<file path="src/rtl/modbus_pkg.sv">
// Shared definitions for the Modbus RTU request controller.
//   - function codes handled by the controller
//   - exception codes returned by the checker
//   - state encodings and the FSM state type
//   - TX frame kinds selected by the byte sequencer
package modbus_pkg;

  localparam logic [7:0] FC_RD_HOLD   = 8'h03;
  localparam logic [7:0] FC_RD_IN     = 8'h04;
  localparam logic [7:0] FC_WR_SINGLE = 8'h06;

  localparam logic [7:0] EXC_NONE     = 8'h00;
  localparam logic [7:0] EXC_ILL_FUNC = 8'h01;
  localparam logic [7:0] EXC_ILL_ADDR = 8'h02;
  localparam logic [7:0] EXC_ILL_QTY  = 8'h03;

  localparam logic [2:0] ST_IDLE    = 3'd0;
  localparam logic [2:0] ST_CHECK   = 3'd1;
  localparam logic [2:0] ST_EXC_TX  = 3'd2;
  localparam logic [2:0] ST_RD_REQ  = 3'd3;
  localparam logic [2:0] ST_RD_WAIT = 3'd4;
  localparam logic [2:0] ST_RD_TX   = 3'd5;
  localparam logic [2:0] ST_WR      = 3'd6;
  localparam logic [2:0] ST_ECHO_TX = 3'd7;

  typedef enum logic [2:0] {
    S_IDLE    = ST_IDLE,
    S_CHECK   = ST_CHECK,
    S_EXC_TX  = ST_EXC_TX,
    S_RD_REQ  = ST_RD_REQ,
    S_RD_WAIT = ST_RD_WAIT,
    S_RD_TX   = ST_RD_TX,
    S_WR      = ST_WR,
    S_ECHO_TX = ST_ECHO_TX
  } state_e;

  typedef enum logic [1:0] {
    TXK_EXC  = 2'd0,
    TXK_RD   = 2'd1,
    TXK_ECHO = 2'd2
  } tx_kind_e;

  // Read response byte count: two bytes per register.
  function automatic logic [7:0] byte_count(input logic [6:0] qty);
    return {qty, 1'b0};
  endfunction

endpackage

</file>
<file path="src/rtl/modbus_req_ctrl_if.sv">
// Bus bundle between the request controller and its neighbours
// (RX parser, exception checker, register file, TX frame builder).
//   slave  : used by modbus_req_ctrl
//   master : used by the environment driving requests / verdicts / tx_ready
interface modbus_req_ctrl_if;
  logic        rx_done;
  logic [7:0]  rx_slave;
  logic [7:0]  rx_func;
  logic [15:0] rx_addr;
  logic [15:0] rx_data;
  logic        busy;
  logic        chk_req;
  logic [7:0]  chk_func;
  logic [15:0] chk_addr;
  logic [15:0] chk_data;
  logic        chk_done;
  logic [7:0]  chk_code;
  logic        reg_rd_en;
  logic [15:0] reg_rd_addr;
  logic [15:0] reg_rd_data;
  logic        reg_wr_en;
  logic [15:0] reg_wr_addr;
  logic [15:0] reg_wr_data;
  logic        tx_valid;
  logic [7:0]  tx_byte;
  logic        tx_last;
  logic        tx_ready;
  logic        frame_drop;
  logic        chk_timeout;

  modport slave (
    input  rx_done, rx_slave, rx_func, rx_addr, rx_data,
    input  chk_done, chk_code, reg_rd_data, tx_ready,
    output busy, chk_req, chk_func, chk_addr, chk_data,
    output reg_rd_en, reg_rd_addr, reg_wr_en, reg_wr_addr, reg_wr_data,
    output tx_valid, tx_byte, tx_last, frame_drop, chk_timeout
  );

  modport master (
    output rx_done, rx_slave, rx_func, rx_addr, rx_data,
    output chk_done, chk_code, reg_rd_data, tx_ready,
    input  busy, chk_req, chk_func, chk_addr, chk_data,
    input  reg_rd_en, reg_rd_addr, reg_wr_en, reg_wr_addr, reg_wr_data,
    input  tx_valid, tx_byte, tx_last, frame_drop, chk_timeout
  );
endinterface

</file>
<file path="src/rtl/modbus_tx_seq.sv">
// Payload byte sequencer. Selects the byte for (kind, idx) and holds it on
// tx_byte/tx_last with tx_valid until the builder takes it.
// Ports:
//   clk, rst_n        clock, async active-low reset
//   load_i            present byte idx_i of frame kind_i (ignored while a byte is pending)
//   kind_i, idx_i     frame kind and byte index chosen by the FSM
//   last_i            byte being loaded is the final one of the frame
//   func_i..rdat_i    latched request fields / verdict / captured read data
//   tx_ready_i        builder ready
//   tx_valid_o, tx_byte_o, tx_last_o  payload stream
//   acc_o             byte accepted this cycle (valid && ready)
module modbus_tx_seq
  import modbus_pkg::*;
#(
  parameter logic [7:0] SLAVE_ADDR = 8'h01
) (
  input  logic        clk,
  input  logic        rst_n,
  input  logic        load_i,
  input  tx_kind_e    kind_i,
  input  logic [2:0]  idx_i,
  input  logic        last_i,
  input  logic [7:0]  func_i,
  input  logic [7:0]  code_i,
  input  logic [15:0] addr_i,
  input  logic [15:0] data_i,
  input  logic [15:0] rdat_i,
  input  logic        tx_ready_i,
  output logic        tx_valid_o,
  output logic [7:0]  tx_byte_o,
  output logic        tx_last_o,
  output logic        acc_o
);

  logic       vld_q, vld_d;
  logic       last_q, last_d;
  logic [7:0] byte_q, byte_d;
  logic [7:0] sel;

  always_comb begin
    sel = SLAVE_ADDR;
    unique case (kind_i)
      TXK_EXC: begin
        case (idx_i)
          3'd1:    sel = func_i | 8'h80;
          3'd2:    sel = code_i;
          default: sel = SLAVE_ADDR;
        endcase
      end
      TXK_RD: begin
        case (idx_i)
          3'd1:    sel = func_i;
          3'd2:    sel = byte_count(data_i[6:0]);
          3'd3:    sel = rdat_i[15:8];
          3'd4:    sel = rdat_i[7:0];
          default: sel = SLAVE_ADDR;
        endcase
      end
      TXK_ECHO: begin
        case (idx_i)
          3'd1:    sel = func_i;
          3'd2:    sel = addr_i[15:8];
          3'd3:    sel = addr_i[7:0];
          3'd4:    sel = data_i[15:8];
          3'd5:    sel = data_i[7:0];
          default: sel = SLAVE_ADDR;
        endcase
      end
      default: sel = SLAVE_ADDR;
    endcase
  end

  assign acc_o = vld_q && tx_ready_i;

  // A pending byte is never replaced: load only lands once the slot is empty.
  always_comb begin
    vld_d  = vld_q;
    last_d = last_q;
    byte_d = byte_q;
    if (load_i && !vld_q) begin
      vld_d  = 1'b1;
      byte_d = sel;
      last_d = last_i;
    end else if (acc_o) begin
      vld_d  = 1'b0;
    end
  end

  always_ff @(posedge clk or negedge rst_n) begin
    if (!rst_n) begin
      vld_q  <= 1'b0;
      last_q <= 1'b0;
      byte_q <= 8'h00;
    end else begin
      vld_q  <= vld_d;
      last_q <= last_d;
      byte_q <= byte_d;
    end
  end

  assign tx_valid_o = vld_q;
  assign tx_byte_o  = byte_q;
  assign tx_last_o  = last_q;

endmodule

</file>
<file path="src/rtl/modbus_req_ctrl.sv">
// Modbus RTU request controller: takes one parsed request, asks the exception
// checker for a verdict, performs the register read(s)/write and streams the
// response payload (address..data, no CRC) to the TX frame builder.
// Ports:
//   clk, rst_n   clock, async active-low reset
//   bus          modbus_req_ctrl_if.slave: rx_*, chk_*, reg_*, tx_*, busy,
//                frame_drop, chk_timeout
// Parameters:
//   SLAVE_ADDR   own station address
//   CHK_TIMEOUT  cycles CHECK waits for chk_done before aborting
// Build option:
//   MODBUS_BROADCAST_EN  accept station address 00; only 06 writes act on it,
//                        and no response is ever transmitted for it.
module modbus_req_ctrl
  import modbus_pkg::*;
#(
  parameter logic [7:0] SLAVE_ADDR  = 8'h01,
  parameter int         CHK_TIMEOUT = 255
) (
  input  logic              clk,
  input  logic              rst_n,
  modbus_req_ctrl_if.slave  bus
);

  localparam logic [7:0] TMO_LAST = 8'(CHK_TIMEOUT - 1);

  state_e      state_q, state_d;
  logic [7:0]  func_q, func_d;
  logic [15:0] addr_q, addr_d;
  logic [15:0] data_q, data_d;
  logic [7:0]  code_q, code_d;
  logic [7:0]  cnt_q, cnt_d;
  logic [15:0] reg_i_q, reg_i_d;   // register currently being read
  logic [2:0]  idx_q, idx_d;       // byte index within the response
  logic [15:0] rdat_q, rdat_d;
  logic        bcast_q, bcast_d;
  logic        drop_q, drop_d;
  logic        tmo_q, tmo_d;

  logic        is_bcast, addr_ok;
  logic        tx_load, tx_last_in, tx_acc;
  logic        tx_valid, tx_last;
  logic [7:0]  tx_byte;
  tx_kind_e    tx_kind;

`ifdef MODBUS_BROADCAST_EN
  assign is_bcast = (bus.rx_slave == 8'h00);
`else
  assign is_bcast = 1'b0;
`endif
  assign addr_ok = (bus.rx_slave == SLAVE_ADDR) || is_bcast;

  always_comb begin
    state_d = state_q;
    func_d  = func_q;
    addr_d  = addr_q;
    data_d  = data_q;
    code_d  = code_q;
    cnt_d   = cnt_q;
    reg_i_d = reg_i_q;
    idx_d   = idx_q;
    rdat_d  = rdat_q;
    bcast_d = bcast_q;
    tmo_d   = 1'b0;
    drop_d  = bus.rx_done && (state_q != S_IDLE);
    unique case (state_q)
      S_IDLE: begin
        if (bus.rx_done && addr_ok) begin
          func_d  = bus.rx_func;
          addr_d  = bus.rx_addr;
          data_d  = bus.rx_data;
          cnt_d   = 8'd0;
          bcast_d = is_bcast;
          state_d = S_CHECK;
        end
      end
      S_CHECK: begin
        cnt_d = cnt_q + 8'd1;
        // A verdict in the expiry cycle still counts, so chk_done is tested first.
        if (bus.chk_done) begin
          code_d  = bus.chk_code;
          reg_i_d = 16'd0;
          idx_d   = 3'd0;
          if (bcast_q)
            state_d = (bus.chk_code == EXC_NONE && func_q == FC_WR_SINGLE) ? S_WR : S_IDLE;
          else if (bus.chk_code != EXC_NONE)
            state_d = S_EXC_TX;
          else if (func_q == FC_RD_HOLD || func_q == FC_RD_IN)
            state_d = (data_q == 16'd0) ? S_RD_TX : S_RD_REQ;
          else if (func_q == FC_WR_SINGLE)
            state_d = S_WR;
          else
            state_d = S_IDLE;
        end else if (cnt_q == TMO_LAST) begin
          tmo_d   = 1'b1;
          state_d = S_IDLE;
        end
      end
      S_RD_REQ:  state_d = S_RD_WAIT;
      S_RD_WAIT: begin
        rdat_d  = bus.reg_rd_data;
        state_d = S_RD_TX;
      end
      S_RD_TX: begin
        if (tx_acc) begin
          if (tx_last) begin
            state_d = S_IDLE;
          end else if (idx_q == 3'd4) begin
            // Lo byte sent; fetch the next register and resume at its hi byte.
            idx_d   = 3'd3;
            reg_i_d = reg_i_q + 16'd1;
            state_d = S_RD_REQ;
          end else begin
            idx_d = idx_q + 3'd1;
          end
        end
      end
      S_WR: begin
        idx_d   = 3'd0;
        state_d = bcast_q ? S_IDLE : S_ECHO_TX;
      end
      S_EXC_TX, S_ECHO_TX: begin
        if (tx_acc) begin
          if (tx_last) state_d = S_IDLE;
          else         idx_d   = idx_q + 3'd1;
        end
      end
      default: state_d = S_IDLE;
    endcase
  end

  always_ff @(posedge clk or negedge rst_n) begin
    if (!rst_n) begin
      state_q <= S_IDLE;
      func_q  <= 8'h00;
      addr_q  <= 16'h0000;
      data_q  <= 16'h0000;
      code_q  <= 8'h00;
      cnt_q   <= 8'h00;
      reg_i_q <= 16'h0000;
      idx_q   <= 3'd0;
      rdat_q  <= 16'h0000;
      bcast_q <= 1'b0;
      drop_q  <= 1'b0;
      tmo_q   <= 1'b0;
    end else begin
      state_q <= state_d;
      func_q  <= func_d;
      addr_q  <= addr_d;
      data_q  <= data_d;
      code_q  <= code_d;
      cnt_q   <= cnt_d;
      reg_i_q <= reg_i_d;
      idx_q   <= idx_d;
      rdat_q  <= rdat_d;
      bcast_q <= bcast_d;
      drop_q  <= drop_d;
      tmo_q   <= tmo_d;
    end
  end

  // Frame kind and last-byte flag for the byte about to be loaded.
  always_comb begin
    tx_kind    = TXK_RD;
    tx_last_in = 1'b0;
    tx_load    = 1'b0;
    unique case (state_q)
      S_EXC_TX: begin
        tx_kind    = TXK_EXC;
        tx_last_in = (idx_q == 3'd2);
        tx_load    = !tx_valid;
      end
      S_ECHO_TX: begin
        tx_kind    = TXK_ECHO;
        tx_last_in = (idx_q == 3'd5);
        tx_load    = !tx_valid;
      end
      S_RD_TX: begin
        tx_kind    = TXK_RD;
        tx_last_in = (data_q == 16'd0) ? (idx_q == 3'd2)
                                       : (idx_q == 3'd4 && reg_i_q == data_q - 16'd1);
        tx_load    = !tx_valid;
      end
      default: ;
    endcase
  end

  modbus_tx_seq #(.SLAVE_ADDR(SLAVE_ADDR)) u_tx_seq (
    .clk        (clk),
    .rst_n      (rst_n),
    .load_i     (tx_load),
    .kind_i     (tx_kind),
    .idx_i      (idx_q),
    .last_i     (tx_last_in),
    .func_i     (func_q),
    .code_i     (code_q),
    .addr_i     (addr_q),
    .data_i     (data_q),
    .rdat_i     (rdat_q),
    .tx_ready_i (bus.tx_ready),
    .tx_valid_o (tx_valid),
    .tx_byte_o  (tx_byte),
    .tx_last_o  (tx_last),
    .acc_o      (tx_acc)
  );

  assign bus.busy        = (state_q != S_IDLE);
  assign bus.chk_req     = (state_q == S_CHECK) && (cnt_q == 8'd0);
  assign bus.chk_func    = func_q;
  assign bus.chk_addr    = addr_q;
  assign bus.chk_data    = data_q;
  assign bus.reg_rd_en   = (state_q == S_RD_REQ);
  assign bus.reg_rd_addr = addr_q + reg_i_q;
  assign bus.reg_wr_en   = (state_q == S_WR);
  assign bus.reg_wr_addr = addr_q;
  assign bus.reg_wr_data = data_q;
  assign bus.tx_valid    = tx_valid;
  assign bus.tx_byte     = tx_byte;
  assign bus.tx_last     = tx_last;
  assign bus.frame_drop  = drop_q;
  assign bus.chk_timeout = tmo_q;

endmodule

</file>
<file path="src/flat_wrapper.sv">
// flat-port wrapper written by rule: the top's interface ports become plain ports
module modbus_req_ctrl_flat import modbus_pkg::*;
#(
  parameter logic [7:0] SLAVE_ADDR  = 8'h01,
  parameter int         CHK_TIMEOUT = 255
)
  (clk, rst_n, bus_rx_done, bus_rx_slave, bus_rx_func, bus_rx_addr, bus_rx_data, bus_chk_done, bus_chk_code, bus_reg_rd_data, bus_tx_ready, bus_busy, bus_chk_req, bus_chk_func, bus_chk_addr, bus_chk_data, bus_reg_rd_en, bus_reg_rd_addr, bus_reg_wr_en, bus_reg_wr_addr, bus_reg_wr_data, bus_tx_valid, bus_tx_byte, bus_tx_last, bus_frame_drop, bus_chk_timeout);
  modbus_req_ctrl_if bus_i ();
  input  logic clk;
  input  logic rst_n;
  input wire logic [$bits(bus_i.rx_done)-1:0] bus_rx_done;
  input wire logic [$bits(bus_i.rx_slave)-1:0] bus_rx_slave;
  input wire logic [$bits(bus_i.rx_func)-1:0] bus_rx_func;
  input wire logic [$bits(bus_i.rx_addr)-1:0] bus_rx_addr;
  input wire logic [$bits(bus_i.rx_data)-1:0] bus_rx_data;
  input wire logic [$bits(bus_i.chk_done)-1:0] bus_chk_done;
  input wire logic [$bits(bus_i.chk_code)-1:0] bus_chk_code;
  input wire logic [$bits(bus_i.reg_rd_data)-1:0] bus_reg_rd_data;
  input wire logic [$bits(bus_i.tx_ready)-1:0] bus_tx_ready;
  output wire logic [$bits(bus_i.busy)-1:0] bus_busy;
  output wire logic [$bits(bus_i.chk_req)-1:0] bus_chk_req;
  output wire logic [$bits(bus_i.chk_func)-1:0] bus_chk_func;
  output wire logic [$bits(bus_i.chk_addr)-1:0] bus_chk_addr;
  output wire logic [$bits(bus_i.chk_data)-1:0] bus_chk_data;
  output wire logic [$bits(bus_i.reg_rd_en)-1:0] bus_reg_rd_en;
  output wire logic [$bits(bus_i.reg_rd_addr)-1:0] bus_reg_rd_addr;
  output wire logic [$bits(bus_i.reg_wr_en)-1:0] bus_reg_wr_en;
  output wire logic [$bits(bus_i.reg_wr_addr)-1:0] bus_reg_wr_addr;
  output wire logic [$bits(bus_i.reg_wr_data)-1:0] bus_reg_wr_data;
  output wire logic [$bits(bus_i.tx_valid)-1:0] bus_tx_valid;
  output wire logic [$bits(bus_i.tx_byte)-1:0] bus_tx_byte;
  output wire logic [$bits(bus_i.tx_last)-1:0] bus_tx_last;
  output wire logic [$bits(bus_i.frame_drop)-1:0] bus_frame_drop;
  output wire logic [$bits(bus_i.chk_timeout)-1:0] bus_chk_timeout;
  assign bus_i.rx_done = bus_rx_done;
  assign bus_i.rx_slave = bus_rx_slave;
  assign bus_i.rx_func = bus_rx_func;
  assign bus_i.rx_addr = bus_rx_addr;
  assign bus_i.rx_data = bus_rx_data;
  assign bus_i.chk_done = bus_chk_done;
  assign bus_i.chk_code = bus_chk_code;
  assign bus_i.reg_rd_data = bus_reg_rd_data;
  assign bus_i.tx_ready = bus_tx_ready;
  assign bus_busy = bus_i.busy;
  assign bus_chk_req = bus_i.chk_req;
  assign bus_chk_func = bus_i.chk_func;
  assign bus_chk_addr = bus_i.chk_addr;
  assign bus_chk_data = bus_i.chk_data;
  assign bus_reg_rd_en = bus_i.reg_rd_en;
  assign bus_reg_rd_addr = bus_i.reg_rd_addr;
  assign bus_reg_wr_en = bus_i.reg_wr_en;
  assign bus_reg_wr_addr = bus_i.reg_wr_addr;
  assign bus_reg_wr_data = bus_i.reg_wr_data;
  assign bus_tx_valid = bus_i.tx_valid;
  assign bus_tx_byte = bus_i.tx_byte;
  assign bus_tx_last = bus_i.tx_last;
  assign bus_frame_drop = bus_i.frame_drop;
  assign bus_chk_timeout = bus_i.chk_timeout;
  modbus_req_ctrl #(.SLAVE_ADDR(SLAVE_ADDR), .CHK_TIMEOUT(CHK_TIMEOUT)) u_core (.clk(clk), .rst_n(rst_n), .bus(bus_i));
endmodule
</file>
<file path="config.mk">
export PLATFORM = sky130hd
export DESIGN_NAME = modbus_req_ctrl_flat
export DESIGN_NICKNAME = d
export VERILOG_FILES = /design/src/rtl/modbus_pkg.sv /design/src/rtl/modbus_req_ctrl_if.sv /design/src/rtl/modbus_tx_seq.sv /design/src/rtl/modbus_req_ctrl.sv /design/src/flat_wrapper.sv
export SDC_FILE = /design/constraint.sdc
export NUM_CORES = 1
export LEC_CHECK = 0
export CORE_ASPECT_RATIO = 0.5
export CORE_UTILIZATION = 54
export DETAILED_ROUTE_END_ITERATION = 7
export GPL_TIMING_DRIVEN = 1
export PLACE_DENSITY = 0.88
export REMOVE_ABC_BUFFERS = 1
export SLEW_MARGIN = 15
export SYNTH_ARGS = -nofsm -noshare
export SYNTH_HDL_FRONTEND = slang
export SYNTH_SLANG_ARGS = --single-unit
</file>
<file path="constraint.sdc">
create_clock -name clk -period 3.55 [get_ports clk]
set_input_delay 0.355 -clock clk [delete_from_list [all_inputs] [get_ports clk]]
set_output_delay 0.355 -clock clk [all_outputs]
set_load 0.01 [all_outputs]
</file>
==> impl_results.md <==
* Top_reg_cell synth: dfrtp_1
* Syn Area/Cell at 9.22 um^2
* Pre-CTS setup slack at 0.299 ns
* Netlist Area Pre-Place at 6850 um^2
* 1st-iter DRT viols at 802
* Commonest cells post-synth: dfrtp_1, nand2_1, mux2_2
* Fin crit share at 97.4%
* Synth Instances at 743
* FF+latch count, synth at 106
* Dpl cell area at 8540 um^2
* # DRC at 0
* Area leader, netlist: dfrtp_1
* Worst-Skew Late Latency at 0.36 ns
* Clock sinks at 106
* Final Non-Filler Cells at 1053
* # diodes at 0
* GRT Util Overall at 33.8%
* Internal power at 0.00287 W
* Grt ovf at 0
* Setup-failing EPs final at 0
* Synth area leaders: dfrtp_1, mux2_2, ha_1
* Crit path arrival time at 3.10 ns
* Crit. End Element: output pin
* Ports at 181
* Worst Skew at 0.0169 ns
* Total CTS buffers at 9
* Post-route cell area at 8910 um^2
* Hold crit path type: in2async
* Final Hold Violating Endpoints at 0
* CTS tree: built
* Number of global-route vias before repair at 6249
* Unique masters post-synth at 66
* Max capacitance violation total at 0
* Largest net degree at the start of global routing at 52
* Worst setup SP type: register
* DRT Pass-1 Iters at 7
* Worst R2R Setup Slack at 0.78 ns
* Tmin final at 3.46 ns
* Num rows at 28
* CTS Root Cell: clkbuf_16
* Placed Cells at 1032
* Pwr/cell area at 538 nW/um^2
* DR top layer: met4
* Post-Route WL at 22.0 mm
* Worst setup margin at 0.0911 ns
* Count leader, synth: dfrtp_1
* Lkg Pwr at 3.84 nW
* Req. time, crit path at 3.19 ns
* NetSw at 0.00193 W
* Met3 WL at 2.29 mm
* Reg power frac at 37.7%
* Met2 wire length at 9.75 mm
* Switching share of power at 40.2%
* Sequential share of the synthesized area at 38.7%
* Final Max Slew Viols at 0
* Post-synth EDFFs at 0
* Clock tree buffer depth at 2
* Status: completed
* DRT met1 WL at 9.54 mm
* Kind of critical path: reg2out
* PortBufs at 180
* Fin nets at 986
* Worst rel slew slack at 31.9%
* Worst vdd ir at 0.352 mV
* Dpl hpwl at 16.0 mm
* Vias at 6545
* Worst Path Max Fanout at 5
* Initial antenna violation count at 0
* Synth async-reset ratio at 100%
* Share of layout cells above drive strength 1 at 13.0%
* Die Area at 13200 um^2
* Logic pwr share at 41.3%
* Die width at 161 um
* Synth top area share at 38.7%
* WL per Instance at 20.9 um
* Starting density of the core at 56.7%
* Routability cong. at 0.937
* Hold_buf cts at 0
* Yosys warnings at 0
* H-tree levels at 3
* Global-route wire length before repair at 34.1 mm
* Core Area at 12100 um^2
* Die Ht at 81.6 um
* Via/cell ratio at 6.22
* Final ANT Viol Nets at 0
* Worst Tran Pin Value at 1.02 ns
* Clk pwr share at 21.0%
* Fmax at 289 MHz
* Clock slew at reported path FFs at 0.07 ns
* P&R area growth vs syn at 30.2%
==> worst paths after layout <==
path,from,to,cells past startpoint
setup / recovery,u_core.reg_i_q[0]$_DFFE_PN0P_,bus_reg_rd_addr[14],10
hold / removal,rst_n,u_core.cnt_q[4]$_DFFE_PN0P_,1
setup reg to reg,u_core.state_q[2]$_DFFE_PN0P_,u_core.u_tx_seq.tx_last_o$_DFFE_PN0P_,6
hold reg to reg,u_core.code_q[0]$_DFFE_PN0P_,u_core.code_q[0]$_DFFE_PN0P_,2
max in group asynchronous,rst_n,u_core.reg_i_q[8]$_DFFE_PN0P_,2
min in group clk,u_core.code_q[0]$_DFFE_PN0P_,u_core.code_q[0]$_DFFE_PN0P_,2
==> metrics by stage <==
step           util [%]  hold slack [ns]  setup TNS, ns  power [W]
6_report           73.8           0.0257              0    0.00480
5_1_grt            73.8           0.0790        -0.0488    0.00506
4_1_cts            73.1           0.0538              0    0.00472
3_5_place_dp       70.7            0.417              0    0.00371
3_3_place_gp       70.7            0.409              0    0.00361
2_1_floorplan         -           0.0594              0    0.00290
==> layout make-up <==
cell class                      instances  area (um^2)
Clock buffer                           10          229
Clock inverter                          6         62.6
Fill cell                             881         3170
Inverter                               29          109
Multi-Input combinational cell        542         3740
Sequential cell                       106         2660
Tap cell                              165          206
Timing Repair Buffer                  195         1910
==> flip-flops by register name, summed over array words and instances, names as in the netlist <==
signal and flops:
u_core.cnt_q 8, u_core.u_tx_seq.tx_last_o 1, u_core.u_tx_seq.tx_valid_o 1, u_core.code_q 8, u_core.bus.chk_addr 16, u_core.idx_q 3
u_core.reg_i_q 16, u_core.u_tx_seq.tx_byte_o 8, u_core.state_q 3, u_core.bus.frame_drop 1, u_core.bus.chk_func 8, u_core.bus.chk_data 16
u_core.bus.chk_timeout 1, u_core.rdat_q 16
==> critical path: stages (launching register included) <==
cell,delay [ns]
dfrtp_2,0.40
ha_2,0.21
inv_1,0.06
fa_1,0.42
nor2b_1,0.18
o31a_1,0.29
o221ai_4,0.18
a31o_2,0.28
nor2_1,0.10
a211o_1,0.10
clkdlybuf4s50_1,0.53
==> kinds of logic (layout without fill, tap and decap cells) <==
| group | Yosys count | after routing | synth area share [%] |
|---|---|---|---|
| AOI/OAI and AO/OA | 163 | 163 | 15.6 |
| xor gates and xnor gates | 40 | 40 | 5.12 |
| adders and majority gates | 26 | 26 | 4.86 |
| buffers and inverters | 95 | 240 | 7.27 |
| DFF | 106 | 106 | 38.7 |
| muxes | 64 | 64 | 10.5 |
| and+or+nand+nor | 249 | 249 | 17.9 |
==> per-layer routing <==
layer  track usage, %  up-vias
li1                 -     2898
met4             9.43        0
met5                0        -
met1             47.6     3194
met3             8.33       45
met2             51.9      408
==> power by group through the flow <==
stage | Combinational, W | Sequential, W | Clock (W)
floorplan | 0.00113 | 0.00178 | 0
global placement | 0.00182 | 0.00180 | 0
detailed placement | 0.00189 | 0.00182 | 0
CTS | 0.00193 | 0.00180 | 0.00100
global route | 0.00216 | 0.00185 | 0.00105
finish | 0.00198 | 0.00181 | 0.00101
==> placed cells by master (no fill, tap or decap), drive strengths merged, types with 3 or more instances in the layout <==
| cell | count |
|---|---|
| a21o | 3 |
| a222oi | 6 |
| mux2 | 63 |
| a21oi | 48 |
| a221oi | 3 |
| nor2b | 11 |
| clkinv | 4 |
| o21a | 4 |
| nor4 | 8 |
| and3 | 7 |
| buf | 16 |
| o31ai | 4 |
| ha | 25 |
| a31oi | 14 |
| nor3 | 21 |
| nor3b | 5 |
| o22ai | 5 |
| dfrtp | 106 |
| inv | 31 |
| a211oi | 3 |
| nand4b | 5 |
| clkdlybuf4s50 | 179 |
| a22oi | 14 |
| xor2 | 11 |
| nand2 | 82 |
| o21ai | 32 |
| o221ai | 3 |
| clkbuf | 10 |
| nor2 | 57 |
| xnor2 | 29 |
| or3 | 9 |
| nand4 | 8 |
| nand3 | 15 |
| nand2b | 7 |
| and2 | 7 |
==> repair_timing <==
action / in CTS / in global routing
buffers inserted: 0 / 5
pin swaps: 0 / 1
cloned: 0 / 0
endpoints found under the setup margin: 2 / 3
resized for setup: 2 / 11
No activity file was read; power rests on OpenSTA's default activity.
